`config.mk`:
```
export PLATFORM = sky130hd
export DESIGN_NAME = uart_tx_ctrl
export DESIGN_NICKNAME = d
export VERILOG_FILES = /design/src/rtl/uart_pkg.sv /design/src/rtl/uart_tx_ctrl_baud_tick.sv /design/src/rtl/uart_tx_ctrl.sv
export SDC_FILE = /design/constraint.sdc
export NUM_CORES = 1
export LEC_CHECK = 0
export CORE_UTILIZATION = 35
export DETAILED_ROUTE_END_ITERATION = 8
export PLACE_DENSITY_LB_ADDON = 0.12
export SYNTH_ARGS = -nofsm -noshare
export SYNTH_HDL_FRONTEND = slang
export SYNTH_SLANG_ARGS = --single-unit
export TNS_END_PERCENT = 20
```
`constraint.sdc`:
```
create_clock -name clk -period 2.25 [get_ports clk]
set_input_delay 0.45 -clock clk [delete_from_list [all_inputs] [get_ports clk]]
set_output_delay 0.45 -clock clk [all_outputs]
set_load 0.005 [all_outputs]
```
`src/rtl/uart_pkg.sv`:
```
// Shared definitions for the UART transmit controller: frame geometry,
// state encoding and frame bit positions.
package uart_pkg;

  localparam int FRAME_BITS = 11;
  localparam int DATA_BITS  = 8;

  localparam int START_IDX = 0;
  localparam int DATA_LSB  = 1;
  localparam int DATA_MSB  = 8;
  localparam int PAR_IDX   = 9;
  localparam int STOP_IDX  = 10;

  typedef enum logic [1:0] {
    IDLE = 2'd0,
    LOAD = 2'd1,
    SEND = 2'd2
  } state_t;

endpackage

```
`src/rtl/uart_tx_ctrl_baud_tick.sv`:
```
// Baud-rate divider: 16-bit counter that wraps at BAUD_DIV-1 and emits a
// one-cycle tick on the terminal count while not cleared.
module baud_tick #(
  parameter int BAUD_DIV = 5208
) (
  input  logic clk,
  input  logic rst,
  input  logic clr,
  output logic tick
);

  localparam logic [15:0] TERM = 16'(BAUD_DIV - 1);

  logic [15:0] cnt;

  always_ff @(posedge clk or posedge rst) begin
    if (rst) begin
      cnt <= 16'd0;
    end else if (clr || (cnt == TERM)) begin
      cnt <= 16'd0;
    end else begin
      cnt <= cnt + 16'd1;
    end
  end

  assign tick = !clr && (cnt == TERM);

endmodule

```
`src/rtl/uart_tx_ctrl.sv`:
```
// UART transmit controller: builds the parallel frame and sequences load/shift/done
// for a downstream shift register. Define UART_TX_PARITY_EN for a parity bit in frame[9].
module uart_tx_ctrl
  import uart_pkg::*;
#(
  parameter int BAUD_DIV   = 5208,
  parameter int FRAME_BITS = uart_pkg::FRAME_BITS
) (
  input  logic                  clk,
  input  logic                  rst,
  input  logic [7:0]            tx_data,
  input  logic                  tx_start,
  input  logic                  parity_odd,
  output logic [FRAME_BITS-1:0] frame,
  output logic                  load,
  output logic                  shift,
  output logic                  tx_busy,
  output logic                  tx_done
);

  localparam logic [3:0] LAST_BIT = 4'(FRAME_BITS - 1);

  state_t                state, state_nxt;
  logic [3:0]            bit_cnt;
  logic [FRAME_BITS-1:0] frame_q;
  logic [FRAME_BITS-1:0] frame_nxt;
  logic                  par_bit;
  logic                  accept;
  logic                  tick;

  baud_tick #(.BAUD_DIV(BAUD_DIV)) u_baud (
    .clk  (clk),
    .rst  (rst),
    .clr  (state != SEND),
    .tick (tick)
  );

`ifdef UART_TX_PARITY_EN
  assign par_bit = (^tx_data) ^ parity_odd;
`else
  logic unused_parity_odd;
  assign unused_parity_odd = parity_odd;
  assign par_bit = 1'b1;
`endif

  always_comb begin
    frame_nxt                    = '1;
    frame_nxt[START_IDX]         = 1'b0;
    frame_nxt[DATA_MSB:DATA_LSB] = tx_data;
    frame_nxt[PAR_IDX]           = par_bit;
    frame_nxt[STOP_IDX]          = 1'b1;
  end

  always_ff @(posedge clk or posedge rst) begin
    if (rst) begin
      state <= IDLE;
    end else begin
      state <= state_nxt;
    end
  end

  // A tx_start seen on the tx_done cycle is accepted so back-to-back frames
  // load in the very next cycle; any other tx_start during SEND is dropped.
  always_comb begin
    state_nxt = state;
    load      = 1'b0;
    shift     = 1'b0;
    tx_done   = 1'b0;
    accept    = 1'b0;
    case (state)
      IDLE: begin
        if (tx_start) begin
          accept    = 1'b1;
          state_nxt = LOAD;
        end
      end
      LOAD: begin
        load      = 1'b1;
        state_nxt = SEND;
      end
      SEND: begin
        if (tick) begin
          if (bit_cnt == LAST_BIT) begin
            tx_done = 1'b1;
            if (tx_start) begin
              accept    = 1'b1;
              state_nxt = LOAD;
            end else begin
              state_nxt = IDLE;
            end
          end else begin
            shift = 1'b1;
          end
        end
      end
      default: state_nxt = IDLE;
    endcase
  end

  always_ff @(posedge clk or posedge rst) begin
    if (rst) begin
      bit_cnt <= 4'd0;
    end else if (state != SEND) begin
      bit_cnt <= 4'd0;
    end else if (tick && (bit_cnt != LAST_BIT)) begin
      bit_cnt <= bit_cnt + 4'd1;
    end
  end

  always_ff @(posedge clk or posedge rst) begin
    if (rst) begin
      frame_q <= '1;
    end else if (accept) begin
      frame_q <= frame_nxt;
    end
  end

  assign frame   = frame_q;
  assign tx_busy = (state != IDLE);

endmodule

```
==> results.py <==
metrics = {
    "yosys": {
        "synth_ff_type": "dfrtp_1",
        "avgSynthCellArea_um2": 9.38,
        "async_reset_ff_share_pct": 100,
        "yosysTopAreaCell": "dfrtp_1",
        "ys_seq_area_share_pct": 43.5,
        "yosys_warnings": 0,
        "ys_types": 39,
        "yosys-top-cells-area": "dfrtp_1, dfstp_2, nand2_1",
        "ys_ff_latch": 31,
        "syn_area_um2": 1810,
        "synth_edf_count": 0,
        "synth_cells": 193,
        "synth_top_cell_area_share_pct": 30.4,
    },
    "placement": {
        "placedInstanceArea_um2": 2230,
        "dpl.hpwl_um": 3090,
        "dp_cells": 293,
        "gp_congestion": 0.842,
        "portBuffers": 23,
    },
    "layout": {
        "drive_above_1_share_pct": 20.9,
        "design_area_um2": 2350,
        "n_antenna_cell": 0,
        "fin_nets": 248,
        "num-fill-cells": 483,
        "mostFrequentLayoutCells": "nand2_1, dfrtp_1, buf_4, clkdlybuf4s50_1, nor2_1",
        "fin_cells": 301,
        "syn_to_final_growth_pct": 29.6,
    },
    "detailed_routing": {
        "detailedRoute.firstPassIterationCount": 4,
        "final_antenna_net_count": 0,
        "first_iter_violations": 79,
        "wl_per_cell_um": 14.4,
        "drc": 0,
        "routed_wl_um": 4320,
        "vias": 1625,
        "viasPerCell": 5.40,
    },
    "outcome": {
        "outcome": "completed",
    },
    "global_routing": {
        "grt_max_degree": 32,
        "overflow": 0,
        "top_usage_layer": "met2",
        "grt_pass1_wl_um": 7380,
        "met3_usage_pct": 4.80,
        "grt_use_met2_pct": 29.5,
        "grt_pass1_vias": 1657,
        "antenna_found_initial": 0,
        "track_usage_pct": 17.9,
        "grtUsageMet1_pct": 21.3,
    },
    "floorplanning": {
        "die-height_um": 73.9,
        "num_rows": 25,
        "start_util_pct": 37.3,
        "fp.coreArea_um2": 4850,
        "die_area_um2": 5460,
        "die_w_um": 73.9,
        "io_pins": 27,
    },
    "sta": {
        "final_hold_viol_count": 0,
        "drv_slew": 0,
        "worst_pin_slew_ns": 0.610,
        "finalCritPeriodShare_pct": 92.5,
        "grt_setup_unrepaired": "no",
        "max-slew-margin-rel_pct": 59.4,
        "finalSetupViolCount": 0,
        "clock.fmax_ghz": 0.480,
        "finClkSkew_ns": 0.0110,
        "finalSetupTns_ns": 0,
        "final.min_clock_period_ns": 2.08,
    },
    "worst_hold_path": {
        "hold_start": "frame[0]",
        "hold_class": "reg2reg",
    },
    "job": {
        "drv_cap": 0,
    },
    "critical_path": {
        "cp-end-kind": "primary output",
        "worstPathArrival_ns": 1.63,
        "setup.worst_path.class": "reg2out",
        "required_ns": 1.80,
        "path_max_fanout": 6,
        "cp-startpoint": "u_baud.cnt[0]",
        "reg2reg_from": "u_baud.cnt[11]",
        "cp-start-kind": "register",
    },
    "power": {
        "totalPowerFinal_mw": 1.63,
        "power_density_nw_per_um2": 695,
        "power.leakage_nw": 0.984,
        "max-vdd-ir-drop_mv": 0.365,
    },
    "cts": {
        "cts.sinks": 31,
        "cts_tree": "yes",
        "post_cts.repair.setup_buffers": 0,
        "h-tree-depth": 2,
        "clock_latency_ns": 0.28,
        "clock_path_buffers": 2,
        "clkTransAtPathRegs_ns": 0.07,
        "cts_root_buf": "clkbuf_8",
        "cts_made_buffers": 5,
    },
}
where the power goes:
part | internal [mW] | total (mW) | switching (mW) | leakage (nW)
logic | 0.203 | 0.418 | 0.215 | 0.540
clock network | 0.358 | 0.562 | 0.204 | 0.0612
registers | 0.621 | 0.651 | 0.0298 | 0.383
total | 1.18 | 1.63 | 0.449 | 0.984
logic make-up after synthesis:
| group | count (synthesis) | share of synthesized area [%] |
|---|---|---|
| simple gates | 98 | 31.5 |
| flops | 31 | 43.5 |
| compound gates | 29 | 11.7 |
| buf+inv | 18 | 4.77 |
| xor+xnor | 13 | 6.29 |
| fa+ha+maj | 3 | 2.07 |
| other cells | 1 | 0.207 |
worst max-delay path, stage by stage, from the launching register on:
cell and delay, ns:
dfrtp_1 0.36, ha_1 0.16, nor4bb_2 0.26, nand4_1 0.13
buf_4 0.18, nor3_1 0.13, clkbuf_2 0.14
synthesized netlist by cell type (all sizes together), types with 2 or more instances:
master  count
nand2b      2
nor3b      10
ha          3
o311ai      8
xnor2       9
dfrtp      22
nor2b       2
or4         2
clkbuf      8
xor2        4
a221oi      8
or3         4
o21ai       6
and2        9
nor3        4
a21oi       5
nand4       7
nor2       17
nor4b       2
nand3       5
nor4bb      2
nand2      22
inv         5
dfstp       9
nor4        3
and4bb      2
buf         5
registers in the layout (all words and copies together), names as in the netlist:
signal,count
u_baud.cnt,16
bit_cnt,4
state,2
frame,9
final cells by class:
type | instances | area (µm²) | area share [%]
repair buffers | 45 | 385 | 16.4
well taps | 67 | 83.8 | 3.57
clock inverters | 2 | 35.0 | 1.49
clock buffers | 6 | 82.6 | 3.52
multi-input cells | 145 | 953 | 40.6
inverters | 5 | 18.8 | 0.800
flip-flops and latches | 31 | 787 | 33.5
per-layer routing:
| layer | vias up | share of wire [%] |
|---|---|---|
| met4 | 0 | 2.8 |
| met3 | 18 | 4.8 |
| met1 | 776 | 44 |
| met2 | 57 | 49 |
| met5 | - | 0 |
| li1 | 774 | - |
path summary, 6_finish.rpt:
| check | depth (start not counted) | endpoint | slack, ns |
|---|---|---|---|
| min | 1 | frame[0] | 0.50 |
| max reg2reg | 6 | u_baud.cnt[11] | 0.28 |
| max in group asynchronous | 3 | frame[5] | 1.37 |
| min reg2reg | 1 | frame[0] | 0.50 |
| max | 6 | shift | 0.17 |
| min in group asynchronous | 3 | u_baud.cnt[8] | 0.55 |
stage by stage:
step	hold slack, ns	util (%)	worst slack, ns
floorplan	0.455	-	0.374
global placement	0.472	45.9	0.0700
finish	0.496	48.4	0.168
detailed placement	0.491	45.9	0.0537
global route	0.509	48.4	0.0425
CTS	0.501	48.4	0.0263
repair_timing:
item | CTS | global route
resized for setup | 3 | 5
hold buffers | 0 | 0
pin swaps | 0 | 1
setup endpoints to repair | 2 | 2
Note: power is estimated with default switching activity, not from simulation.
